--- src/rtl/dispatch_router.sv ---
// dispatch_router: pops one instruction at a time from the in-order
// instruction queue, holds it in a single-entry dispatch register and offers
// it to the one reservation station named by its unit code (valid/ready).
// Instructions whose unit code is not populated are dropped and flagged.
//
// Unit vectors (UNIT_MASK, unitValid_o, unitReady_i) are indexed [0:NUM_UNITS-1]
// so that element u is unit code u and element 0 is the MSB of a literal.
//
// Ports:
//   clock_i, reset_i          clock, async active-low reset
//   flush_i                   synchronous flush of held / in-flight entry
//   queueEmpty_i              queue empty flag
//   queueRead_o               queue pop strobe (combinational)
//   queueFuncUnit_i           unit code, valid the cycle after a pop
//   queuePayload_i            packed instruction payload, same timing
//   unitValid_o               one-hot request to the selected unit
//   unitReady_i               per-unit accept
//   funcUnit_o, payload_o     held instruction
//   dispatchCount_o           saturating accepted-instruction count
//   stallCycles_o             saturating valid-without-ready cycle count
//   illegalUnit_o             sticky illegal-unit-code drop flag

module dispatch_router #(
  parameter int unsigned PAYLOAD_WIDTH       = 305,
  parameter int unsigned FUNC_UNIT_CODE_SIZE = 3,
  parameter int unsigned NUM_UNITS           = 2 ** FUNC_UNIT_CODE_SIZE,
  parameter logic [0:NUM_UNITS-1] UNIT_MASK  = 8'b11111010,
  parameter int unsigned COUNT_WIDTH         = 32
) (
  input  logic                           clock_i,
  input  logic                           reset_i,
  input  logic                           flush_i,
  input  logic                           queueEmpty_i,
  output logic                           queueRead_o,
  input  logic [FUNC_UNIT_CODE_SIZE-1:0] queueFuncUnit_i,
  input  logic [PAYLOAD_WIDTH-1:0]       queuePayload_i,
  output logic [0:NUM_UNITS-1]           unitValid_o,
  input  logic [0:NUM_UNITS-1]           unitReady_i,
  output logic [FUNC_UNIT_CODE_SIZE-1:0] funcUnit_o,
  output logic [PAYLOAD_WIDTH-1:0]       payload_o,
  output logic [COUNT_WIDTH-1:0]         dispatchCount_o,
  output logic [COUNT_WIDTH-1:0]         stallCycles_o,
  output logic                           illegalUnit_o
);

  typedef enum logic [1:0] {
    ST_EMPTY = 2'd0,
    ST_READ  = 2'd1,
    ST_HOLD  = 2'd2
  } state_e;

  state_e                           state_q, state_d;
  logic [FUNC_UNIT_CODE_SIZE-1:0]   func_unit_q, func_unit_d;
  logic [PAYLOAD_WIDTH-1:0]         payload_q, payload_d;
  logic [COUNT_WIDTH-1:0]           dispatch_cnt_q, dispatch_cnt_d;
  logic [COUNT_WIDTH-1:0]           stall_cnt_q, stall_cnt_d;
  logic                             illegal_q, illegal_d;

  logic                             hold_c;
  logic                             sel_ready_c;
  logic                             accept_c;
  logic                             stall_c;
  logic                             pop_c;
  logic                             legal_c;
  logic [0:NUM_UNITS-1]             valid_c;

  // Handshake decode; flush kills both the offer and any new pop.
  always_comb begin
    hold_c      = (state_q == ST_HOLD);
    sel_ready_c = unitReady_i[func_unit_q];
    accept_c    = hold_c && !flush_i && sel_ready_c;
    stall_c     = hold_c && !flush_i && !sel_ready_c;
    legal_c     = UNIT_MASK[queueFuncUnit_i];
    pop_c       = !flush_i && !queueEmpty_i &&
                  ((state_q == ST_EMPTY) || accept_c);
  end

  // Pop strobe is also gated by reset so it drops the instant reset asserts;
  // the ungated pop_c feeds the state logic to keep reset off the D paths.
  assign queueRead_o = pop_c && reset_i;

  // One-hot request decoded from the held code only, never from ready.
  always_comb begin
    valid_c = '0;
    if (hold_c && !flush_i) begin
      valid_c[func_unit_q] = 1'b1;
    end
  end

  assign unitValid_o = valid_c;

  // Next-state, capture and statistics.
  always_comb begin
    state_d        = state_q;
    func_unit_d    = func_unit_q;
    payload_d      = payload_q;
    illegal_d      = illegal_q;
    dispatch_cnt_d = dispatch_cnt_q;
    stall_cnt_d    = stall_cnt_q;

    if (flush_i) begin
      state_d = ST_EMPTY;
    end else begin
      unique case (state_q)
        ST_EMPTY: begin
          if (pop_c) state_d = ST_READ;
        end
        ST_READ: begin
          if (legal_c) begin
            func_unit_d = queueFuncUnit_i;
            payload_d   = queuePayload_i;
            state_d     = ST_HOLD;
          end else begin
            illegal_d = 1'b1;
            state_d   = ST_EMPTY;
          end
        end
        ST_HOLD: begin
          if (accept_c) begin
            state_d = pop_c ? ST_READ : ST_EMPTY;
          end
        end
        default: state_d = ST_EMPTY;
      endcase
    end

    // Counters saturate at all-ones rather than wrapping.
    if (accept_c && (dispatch_cnt_q != '1)) begin
      dispatch_cnt_d = dispatch_cnt_q + COUNT_WIDTH'(1);
    end
    if (stall_c && (stall_cnt_q != '1)) begin
      stall_cnt_d = stall_cnt_q + COUNT_WIDTH'(1);
    end
  end

  // State and output registers.
  always_ff @(posedge clock_i or negedge reset_i) begin
    if (!reset_i) begin
      state_q        <= ST_EMPTY;
      func_unit_q    <= '0;
      payload_q      <= '0;
      illegal_q      <= 1'b0;
      dispatch_cnt_q <= '0;
      stall_cnt_q    <= '0;
    end else begin
      state_q        <= state_d;
      func_unit_q    <= func_unit_d;
      payload_q      <= payload_d;
      illegal_q      <= illegal_d;
      dispatch_cnt_q <= dispatch_cnt_d;
      stall_cnt_q    <= stall_cnt_d;
    end
  end

  assign funcUnit_o      = func_unit_q;
  assign payload_o       = payload_q;
  assign dispatchCount_o = dispatch_cnt_q;
  assign stallCycles_o   = stall_cnt_q;
  assign illegalUnit_o   = illegal_q;

endmodule

--- config.mk ---
export PLATFORM = sky130hd
export DESIGN_NAME = dispatch_router
export DESIGN_NICKNAME = d
export VERILOG_FILES = /design/src/rtl/dispatch_router.sv
export SDC_FILE = /design/constraint.sdc
export NUM_CORES = 1
export LEC_CHECK = 0
export ABC_AREA = 1
export BUFFER_PORTS_ARGS = -buffer_cell sky130_fd_sc_hd__buf_2
export CAP_MARGIN = 20
export CORE_AREA = 4 4 273 275
export CTS_BUF_LIST = sky130_fd_sc_hd__clkbuf_4
export DETAILED_ROUTE_END_ITERATION = 7
export DIE_AREA = 0 0 277 279
export GPL_TIMING_DRIVEN = 0
export HOLD_SLACK_MARGIN = 0.03
export PLACE_DENSITY = 0.47
export SLEW_MARGIN = 5
export SYNTH_ARGS = -nofsm -noshare
export SYNTH_HDL_FRONTEND = slang
export SYNTH_SLANG_ARGS = --single-unit
--- constraint.sdc ---
create_clock -name clock_i -period 1.8 [get_ports clock_i]
set_input_delay 0.36 -clock clock_i [delete_from_list [all_inputs] [get_ports clock_i]]
set_output_delay 0.36 -clock clock_i [all_outputs]
set_load 0.01 [all_outputs]
# ---- Yosys cells after proc, flatten, opt, wreduce, memory -nomap -nowiden
# Memories as Yosys holds them, arrays and structs flattened.
# Index checks and enable logic that the tools add are counted.
dict set report word_totals {
  word_cells 53
  mem_count 1
  romBits 8
  ff_bits 375
}
dict set report op_classes {
  n_mux 14
  n_reduce_logical 17
  n_addsub 2
  bitwise_logic 4
  n_lt_le_gt_ge 3
  eq_ne 6
}
# name depth word_bits rd rd_clocked_by_memory_dff write_ports line_no
set memory_table {}
lappend memory_table {{(no name shown)} 8 1 1 0 0 73} ;# legal_c = UNIT_MASK[queueFuncUnit_i];
# cell n
set op_table {}
lappend op_table {{$add A32 B1 Y32 const B} 2}
lappend op_table {{$ne A32 B32 Y1 const B} 2}
lappend op_table {{$logic_and A1 B1 Y1} 9}
lappend op_table {{$ge A4 B4 Y1 const B} 2}
lappend op_table {{$mux W2} 4}
lappend op_table {{$mux W8} 1}
lappend op_table {{$not A3 Y4} 2}
lappend op_table {{$mux W1} 6}
lappend op_table {{$pmux W2 S3} 1}
lappend op_table {{$reduce_and A3 Y1} 2}
lappend op_table {{$lt A4 B1 Y1 const B} 1}
lappend op_table {{$bmux W1 S3} 1}
lappend op_table {{$demux W1 S3} 1}
lappend op_table {{$logic_not A1 Y1} 3}
lappend op_table {{$ne A3 B2 Y1 const B} 1}
lappend op_table {{$ne A3 B3 Y1 const B} 1}
lappend op_table {{$eq A2 B1 Y1 const B} 1}
lappend op_table {{$eq A2 B2 Y1 const B} 1}
lappend op_table {{$logic_not A2 Y1} 1}
lappend op_table {{$not A1 Y1} 2}
lappend op_table {{$reduce_and A2 Y1} 1}
lappend op_table {{$logic_or A1 B1 Y1} 1}

# ---- Depth between registers and ports, before layout
# Gate-level depths: netlist of the first run.
dict set report logic_depth {
  ltp_word 11
  mapped_depth 11
}

# ---- Worst setup path before layout of the first run
# No wires, ideal clock.
dict set report synth_path {
  path_kind {reg-to-reg}
  from {register dispatch_cnt_q[0], in the netlist dispatchCount_o[0]}
  to {register dispatch_cnt_q[22], in the netlist dispatchCount_o[22]}
  arrival_ns 1.632
  setup_slack_ns 0.052
  path_stages_with_launch 12
  setup_time_ns 0.116
  required_ns 1.684
  cell_sequence {dfrtp_1 > ha_1 > nand3_2 > inv_2 > nand2_4 > nor2_2 > inv_1 > nor2_2 > nor2_4 > buf_6 > nand2_1 > nand2_1}
}
dict set report synth_via {
  elab_chain_cells 2
  elab_cells_between_ends 3
}
# item line_no
set synth_rtl {}
lappend synth_rtl {{from (decl)} 55} ;# logic [COUNT_WIDTH-1:0] dispatch_cnt_q, dispatch_cnt_d;
lappend synth_rtl {{from (signal assigned)} 150} ;# dispatch_cnt_q <= dispatch_cnt_d;
lappend synth_rtl {{parallel branches: the longest is 2 deep, another holds $add A32 B1 Y32} -}
# Several ways; the timed one is not identified.
# A chain may end at the register's enable or synchronous reset.

# ---- Worst setup path in the final report of the first run
dict set report layout_path {
  from {register func_unit_q[0], in the netlist funcUnit_o[0]}
  to {output queueRead_o}
}
dict set report layout_via {
  elab_chain_cells 8
}
# item line_no
set layout_rtl {}
lappend layout_rtl {{from (decl)} 53} ;# logic [FUNC_UNIT_CODE_SIZE-1:0] func_unit_q, func_unit_d;
lappend layout_rtl {{from (signal assigned)} 147} ;# func_unit_q <= func_unit_d;
lappend layout_rtl {{$not A3 Y4 (implied by the code)} 70} ;# sel_ready_c = unitReady_i[func_unit_q];
lappend layout_rtl {{$bmux W1 S3} 70}
lappend layout_rtl {{$mux W1 (implied by the code) (2 in a row)} 70}
lappend layout_rtl {{$logic_and A1 B1 Y1} 71} ;# accept_c = hold_c && !flush_i && sel_ready_c;
lappend layout_rtl {{$logic_or A1 B1 Y1} 75} ;# ((state_q == ST_EMPTY) || accept_c);
lappend layout_rtl {{$logic_and A1 B1 Y1} 74} ;# pop_c = !flush_i && !queueEmpty_i &&
lappend layout_rtl {{$logic_and A1 B1 Y1} 80} ;# assign queueRead_o = pop_c && reset_i;
lappend layout_rtl {{to (decl)} 34} ;# output logic queueRead_o,
# No other way between the ends. The select of a mux whose other input is x is not followed.

==> results.cfg, run 1 <==
[setup_path]
crit_type = flip-flop to output port
endpoint_kind = output port
worstPathMaxFanout = 7
crit_required_ns = 1.44
rrSetupSlack_ns = -0.36
r2r_end = payload_o[302]
start_kind = flip-flop
crit-reg2reg-launch = state_q[1]
cp_common_cell = nand2_1
crit_path_top_delay_cell = dfrtp_2
critPathArrivalTime_ns = 2.12
r2r_cells = 15
slowest_delay_ns = 0.47
cp_cell_sequence = inv_4, nand2_1, nand3b_1, nand2_4, o21ai_4, nand2_1, nand2_1, nor2_1, buf_2

[floorplanning]
fp.dieArea_um2 = 77300
die_width_um = 277
start_util_pct = 22.5
io_pins = 702
core_um2 = 72300
die_h_um = 279
fp-row-count = 99

[clocking]
cts-root-buf = clkbuf_4
clk_latency_ns = 0.85
htree_num_levels = 3
cts_tree = built
cts_buffers = 109
clk_pin_slew_worst_paths_ns = 0.06
clkSinkCount = 375
max-clock-path-buffers = 3

[routing]
first_pass_iters = 5
drc_errors = 0
route.vias.total = 18000
wl_mm = 74.1
routedWlPerCell_um = 17.2
drt-initial-drc-count = 832
viasPerCell = 4.17
final_antenna_net_count = 0

[grt]
grt_max_degree = 106
grt_pass1_vias = 18800
antenna_found_initial = 2
grt_overflow = 0
grtUsageTotal_pct = 18.2
grt_pass1_wl_mm = 111

[yosys]
ys_types = 27
yosys.area.top_type_share_pct = 57.7
ys_warn_count = 0
synth.avg_cell_area_um2 = 7.92
ys_seq_area_share_pct = 57.7
synthArstFlopShare_pct = 100
synth_area_leaders = dfrtp_1 58%, nand2_1 30%, nor2_1 2.7%
syn_inst = 2056
yosys.area.top_type = dfrtp_1
yosysMostFrequentCell = nand2_1
synth_edf_count = 0
ys.flop_type = dfrtp_1
syn_nets = 2378
synth_area_um2 = 16300
ys_seq_elements = 375
synth.cells.most_frequent = 1322 x nand2_1, 375 x dfrtp_1, 115 x nor2_1

[power]
vdd_drop_max_mv = 0.732
p_leak_uw = 0.0155
switchingPower_uw = 10700
power_frac_clock_pct = 26.3
seqPwrFrac_pct = 41.7
swShare_pct = 36.0
internal_power_uw = 19000
p_comb_share_pct = 32.0
power-per-cell-area_nw_per_um2 = 1030

[timing]
worstMarginPinSlew_ns = 0.827
hold_slack_ns = -0.471
finalSetupViolCount = 417
slew_headroom_pct = 44.9
setup_ws_ns = -0.678
slew_viol_final = 0
fin_worst_skew_ns = 0.0818
post-route-min-period_ns = 2.48
fin_crit_sh_pct = 138
rsz0062_at_grt = yes
hold_viol = 96
fmax_ghz = 0.404

[min_path]
worstHoldPathType = primary input to async pin

[finish]
n_fill_cell = 7284
areaGrowthSynthToFinish_pct = 77.4
nNetsFinal = 3598
drive_above_1_share_pct = 40.8
final_core_util_pct = 39.9

[status]
violations = negative hold slack, negative setup slack
status = finished with violations

[placement]
dp_hpwl_mm = 51.0
port_buffers = 701
place_ws_ns = -0.724
gp_congestion = 0.862

[run]
drv_cap = 0
-- repair_timing --
action                     4_1_cts  5_1_grt
hold buffers                   314        2
setup endpoints to repair      731      742
hold endpoints to repair       441       97
resized for setup              453      165
setup buffers                   33       20
pin swaps                      182       13
gates cloned                    31        6
-- cell type report --
class                      count  area, µm²  area share [%]
buffer                        79       1140            3.97
sequential                   375       9410            32.6
timing repair buffer        1109       8440            29.2
antenna                        6       15.0          0.0520
clock buffer                 154       1160            4.00
multi-input combinational   1554       7140            24.7
clock inverter                28        143           0.494
tap                          959       1200            4.16
inverter                      48        214           0.741
-- cells by family (layout without fill, tap and decap cells) --
| logic type | count (synthesis) | count (layout) | share of synthesized area, % |
|---|---|---|---|
| AOI/OAI and AO/OA | 10 | 10 | 0.323 |
| xor gates and xnor gates | 25 | 25 | 1.35 |
| adders and majority gates | 2 | 2 | 0.154 |
| buffers and inverters | 127 | 1418 | 3.88 |
| DFF | 375 | 375 | 57.7 |
| other | 0 | 6 | 0 |
| and+or+nand+nor | 1517 | 1517 | 36.6 |
-- worst max-delay path: cells and delay by family (launching register included) --
family	cells	cell delay, ns
AOI/OAI and AO/OA	1	0.15
buffers and inverters	2	0.24
DFF	1	0.47
and+or+nand+nor	6	0.43
-- routing by layer --
metal | track usage, % | part of all wire [%] | vias to the layer above
met5 | 0 | 0 | -
met4 | 7.62 | 4.1 | 0
met3 | 4.84 | 6.5 | 168
met2 | 31.1 | 49 | 673
met1 | 21.9 | 41 | 8380
li1 | - | - | 8768
-- flip-flops by register name, indices dropped and copies added, names as in the netlist --
name and cells:
state_q 2, illegalUnit_o 1, funcUnit_o 3, payload_o 305, stallCycles_o 32, dispatchCount_o 32
-- how the worst max path moves through the flow --
stage / from / end / slack, ns / depth (start not counted)
2_1_floorplan: dispatchCount_o[0] / dispatchCount_o[22] / 0.05 / 11
3_3_place_gp: reset_i / stallCycles_o[19] / -7.80 / 1
3_5_place_dp: flush_i / payload_o[83] / -0.72 / 9
4_1_cts: funcUnit_o[0] / queueRead_o / -0.81 / 9
5_1_grt: funcUnit_o[0] / queueRead_o / -0.89 / 9
6_report: funcUnit_o[0] / queueRead_o / -0.68 / 9
-- power by group through the flow --
stage	clock (µW)	combinational, µW	sequential (µW)
after global placement	0	7510	12100
after floorplan	0	2250	13100
after CTS	8210	9140	12200
final	7810	9480	12400
after global routing	8600	10300	12600
after detailed placement	0	7560	12100
-- per-stage QoR --
step / hold slack [ns] / instance area (µm²) / power [µW] / setup TNS, ns / cells
global route: -0.522 / 28900 / 31500 / -173.98 / 4311
CTS: -0.558 / 28000 / 29600 / -86.85 / 4279
detailed placement: 0.459 / 21100 / 19600 / -165.97 / 3719
finish: -0.471 / 28900 / 29700 / -87.84 / 4312
global placement: 0.457 / 21000 / 19600 / -3066.58 / 3716
floorplan: 0.0644 / 16300 / 15300 / 0 / 2056
-- placed cells by master (no fill, tap or decap), types with 3 or more instances in the layout --
master	Yosys	routed
clkbuf_4	0	154
nor2_1	115	109
diode_2	0	6
dfrtp_2	0	21
xor2_1	15	15
nor2_4	5	11
buf_8	0	30
nand2_4	2	24
buf_2	46	695
clkinv_4	0	3
nand3_4	1	3
nand3b_1	31	31
xnor2_1	10	10
buf_16	0	30
o21ai_0	7	5
dlygate4sd3_1	0	315
buf_6	4	41
clkinv_2	0	3
clkinv_1	0	19
buf_12	0	37
clkbuf_16	0	8
nand2_2	1	245
nand2_1	1322	1056
inv_1	42	39
inv_4	0	3
inv_2	6	5
nand3_1	24	23
nor2_2	9	9
buf_4	18	29
dfrtp_1	375	354
Power figures use the tool's default switching activity.
==> run 2: changes to the inputs <==
- CORE_AREA: 4 4 273 275 -> 4 4 269 271
- DIE_AREA: 0 0 277 279 -> 0 0 273 275
- PLACE_DENSITY: 0.47 -> 0.48
- clock period: 1.8 -> 2.4 ns (I/O delays scaled with it)
==> run 2 against run 1 <==
  * The run still ends with negative hold slack, negative setup slack left
  * Via count shrank 3.5%
  * Non-clock buffer count shrank 80
  * Cell count shrank 2.1%
  * Routed wire length shrank 5.9%
  * Die area shrank 2.9%
  * Core utilization shrank 3.0 points
  * Largest cell class is now sequential cells
  * Largest power group unchanged
  * Highest routed layer unchanged
==> results.cfg, run 2 (synthesis results as in run 1) <==
[clocking]
clk_pin_slew_worst_paths_ns = 0.07
postCtsHoldBufs = 315
cts_tree = built
clk_latency_ns = 0.84
htree_num_levels = 3
clkSinkCount = 375
cts_buffers = 110
cts-root-buf = clkbuf_4
max-clock-path-buffers = 3

[floorplanning]
io_pins = 702
core_um2 = 69800
start_util_pct = 23.3
die_width_um = 273
fp.dieArea_um2 = 75100
fp-row-count = 97
die_h_um = 275

[finish]
largest_reg_flops = 305
layout_common_cells = 1319 x nand2_1, 742 x buf_2, 373 x dfrtp_1
layout_commonest_cell = nand2_1
final_core_util_pct = 36.9
areaGrowthSynthToFinish_pct = 58.4
drive_above_1_share_pct = 30.3
stdcell_area_um2 = 25800
nNetsFinal = 3519

[routing]
wl_mm = 69.8
drc_errors = 0
routedWlPerCell_um = 16.5
final_antenna_net_count = 0
first_pass_iters = 5
route.vias.total = 17400
drt-initial-drc-count = 798
viasPerCell = 4.11

[run]
drv_cap = 0

[setup_path]
crit_type = flip-flop to output port
crit_required_ns = 1.92
worstPathMaxFanout = 5
rrSetupSlack_ns = 0.30
r2r_end = dispatchCount_o[28]
start_kind = flip-flop
r2r_cells = 10
critPathArrivalTime_ns = 2.16
endpoint_kind = output port
crit-reg2reg-launch = dispatchCount_o[0]

[grt]
grt_pass1_wl_mm = 104
met1_usage_pct = 21.5
antenna_found_initial = 2
grtUsageMet2_pct = 29.7
grt_overflow = 0
grtUsageTotal_pct = 17.7
met3_usage_pct = 4.96
busiest_layer = met2
grt_max_degree = 105
grt_pass1_vias = 17600

[timing]
fin_crit_sh_pct = 110
post-route-min-period_ns = 2.64
fmax_ghz = 0.379
slew_headroom_pct = 59.6
hold_slack_ns = -0.179
setup_ws_ns = -0.235
rsz0062_at_grt = yes
worstMarginPinSlew_ns = 0.606
finalSetupViolCount = 9
slew_viol_final = 0
fin_worst_skew_ns = 0.0742
hold_viol = 32

[placement]
dp_hpwl_mm = 52.1
port_buffers = 701
place_ws_ns = -0.517
gp_congestion = 0.857
post_dp_cell_area_um2 = 21100

[status]
status = finished with violations
violations = negative hold slack, negative setup slack

[power]
power-per-cell-area_nw_per_um2 = 820
vdd_drop_max_mv = 0.409
p_leak_uw = 0.0144

[min_path]
worstHoldPathType = primary input to async pin
-- run 2: changes by cell type in the layout (fill, tap and decap cells not counted), moves of 22 or more --
cell,before,now
buf_2,695,742
buf_6,41,4
buf_12,37,4
nand2_2,245,4
nand2_4,24,2
nand2_1,1056,1319
buf_16,30,4
buf_8,30,2
-- run 2: area by class of cell --
cell class                      count  area [µm²]
Fill cell                        7332       44000
Sequential cell                   375        9390
Timing Repair Buffer             1029        6900
Multi-Input combinational cell   1554        6310
Tap cell                          940        1180
Clock buffer                      156        1170
Buffer                             79         462
Inverter                           48         185
Clock inverter                     35         179
Antenna cell                        4        10.0
-- run 2: repair_timing --
item | CTS | global route
gates resized for setup | 23 | 1
pin swaps | 5 | 1
setup endpoints to repair | 264 | 28
setup buffers | 6 | 2
hold endpoints to repair | 538 | 32
-- run 2: critical path: stages (launching register included) --
cell and delay, ns:
dfrtp_2 0.49, nand2_2 0.08, nand3b_1 0.17, nand2_2 0.13, o21ai_4 0.07, nand2_1 0.08
nand2_1 0.06, nor2_1 0.09, buf_2 0.14
-- run 2: per-stage QoR --
stage	power, µW	instances	setup TNS (ns)
2_1_floorplan	11500	2056	0
3_3_place_gp	14800	3697	-2783.85
3_5_place_dp	14800	3702	-93.06
4_1_cts	21500	4214	-1.92
5_1_grt	22700	4217	-2.40
6_report	21100	4220	-0.409
-- run 2: worst max-delay path by stage --
stage             startpoint              to
4_1_cts        funcUnit_o[1]     queueRead_o
2_1_floorplan  funcUnit_o[0]     queueRead_o
3_5_place_dp         flush_i  payload_o[238]
3_3_place_gp         reset_i  payload_o[128]
5_1_grt        funcUnit_o[1]     queueRead_o
6_report       funcUnit_o[1]     queueRead_o
-- run 2: power breakdown --
group	internal (µW)	switching, µW	leakage [µW]
registers	8010	1030	0.00478
clock network	3000	2940	0.000802
logic	2570	3600	0.00877
total	13600	7570	0.0144
-- run 2: per-layer routing --
| metal | routed length (µm) | up-vias |
|---|---|---|
| met2 | 33500 | 624 |
| li1 | - | 8581 |
| met5 | 0 | - |
| met4 | 2400 | 0 |
| met3 | 5160 | 149 |
| met1 | 28700 | 7998 |
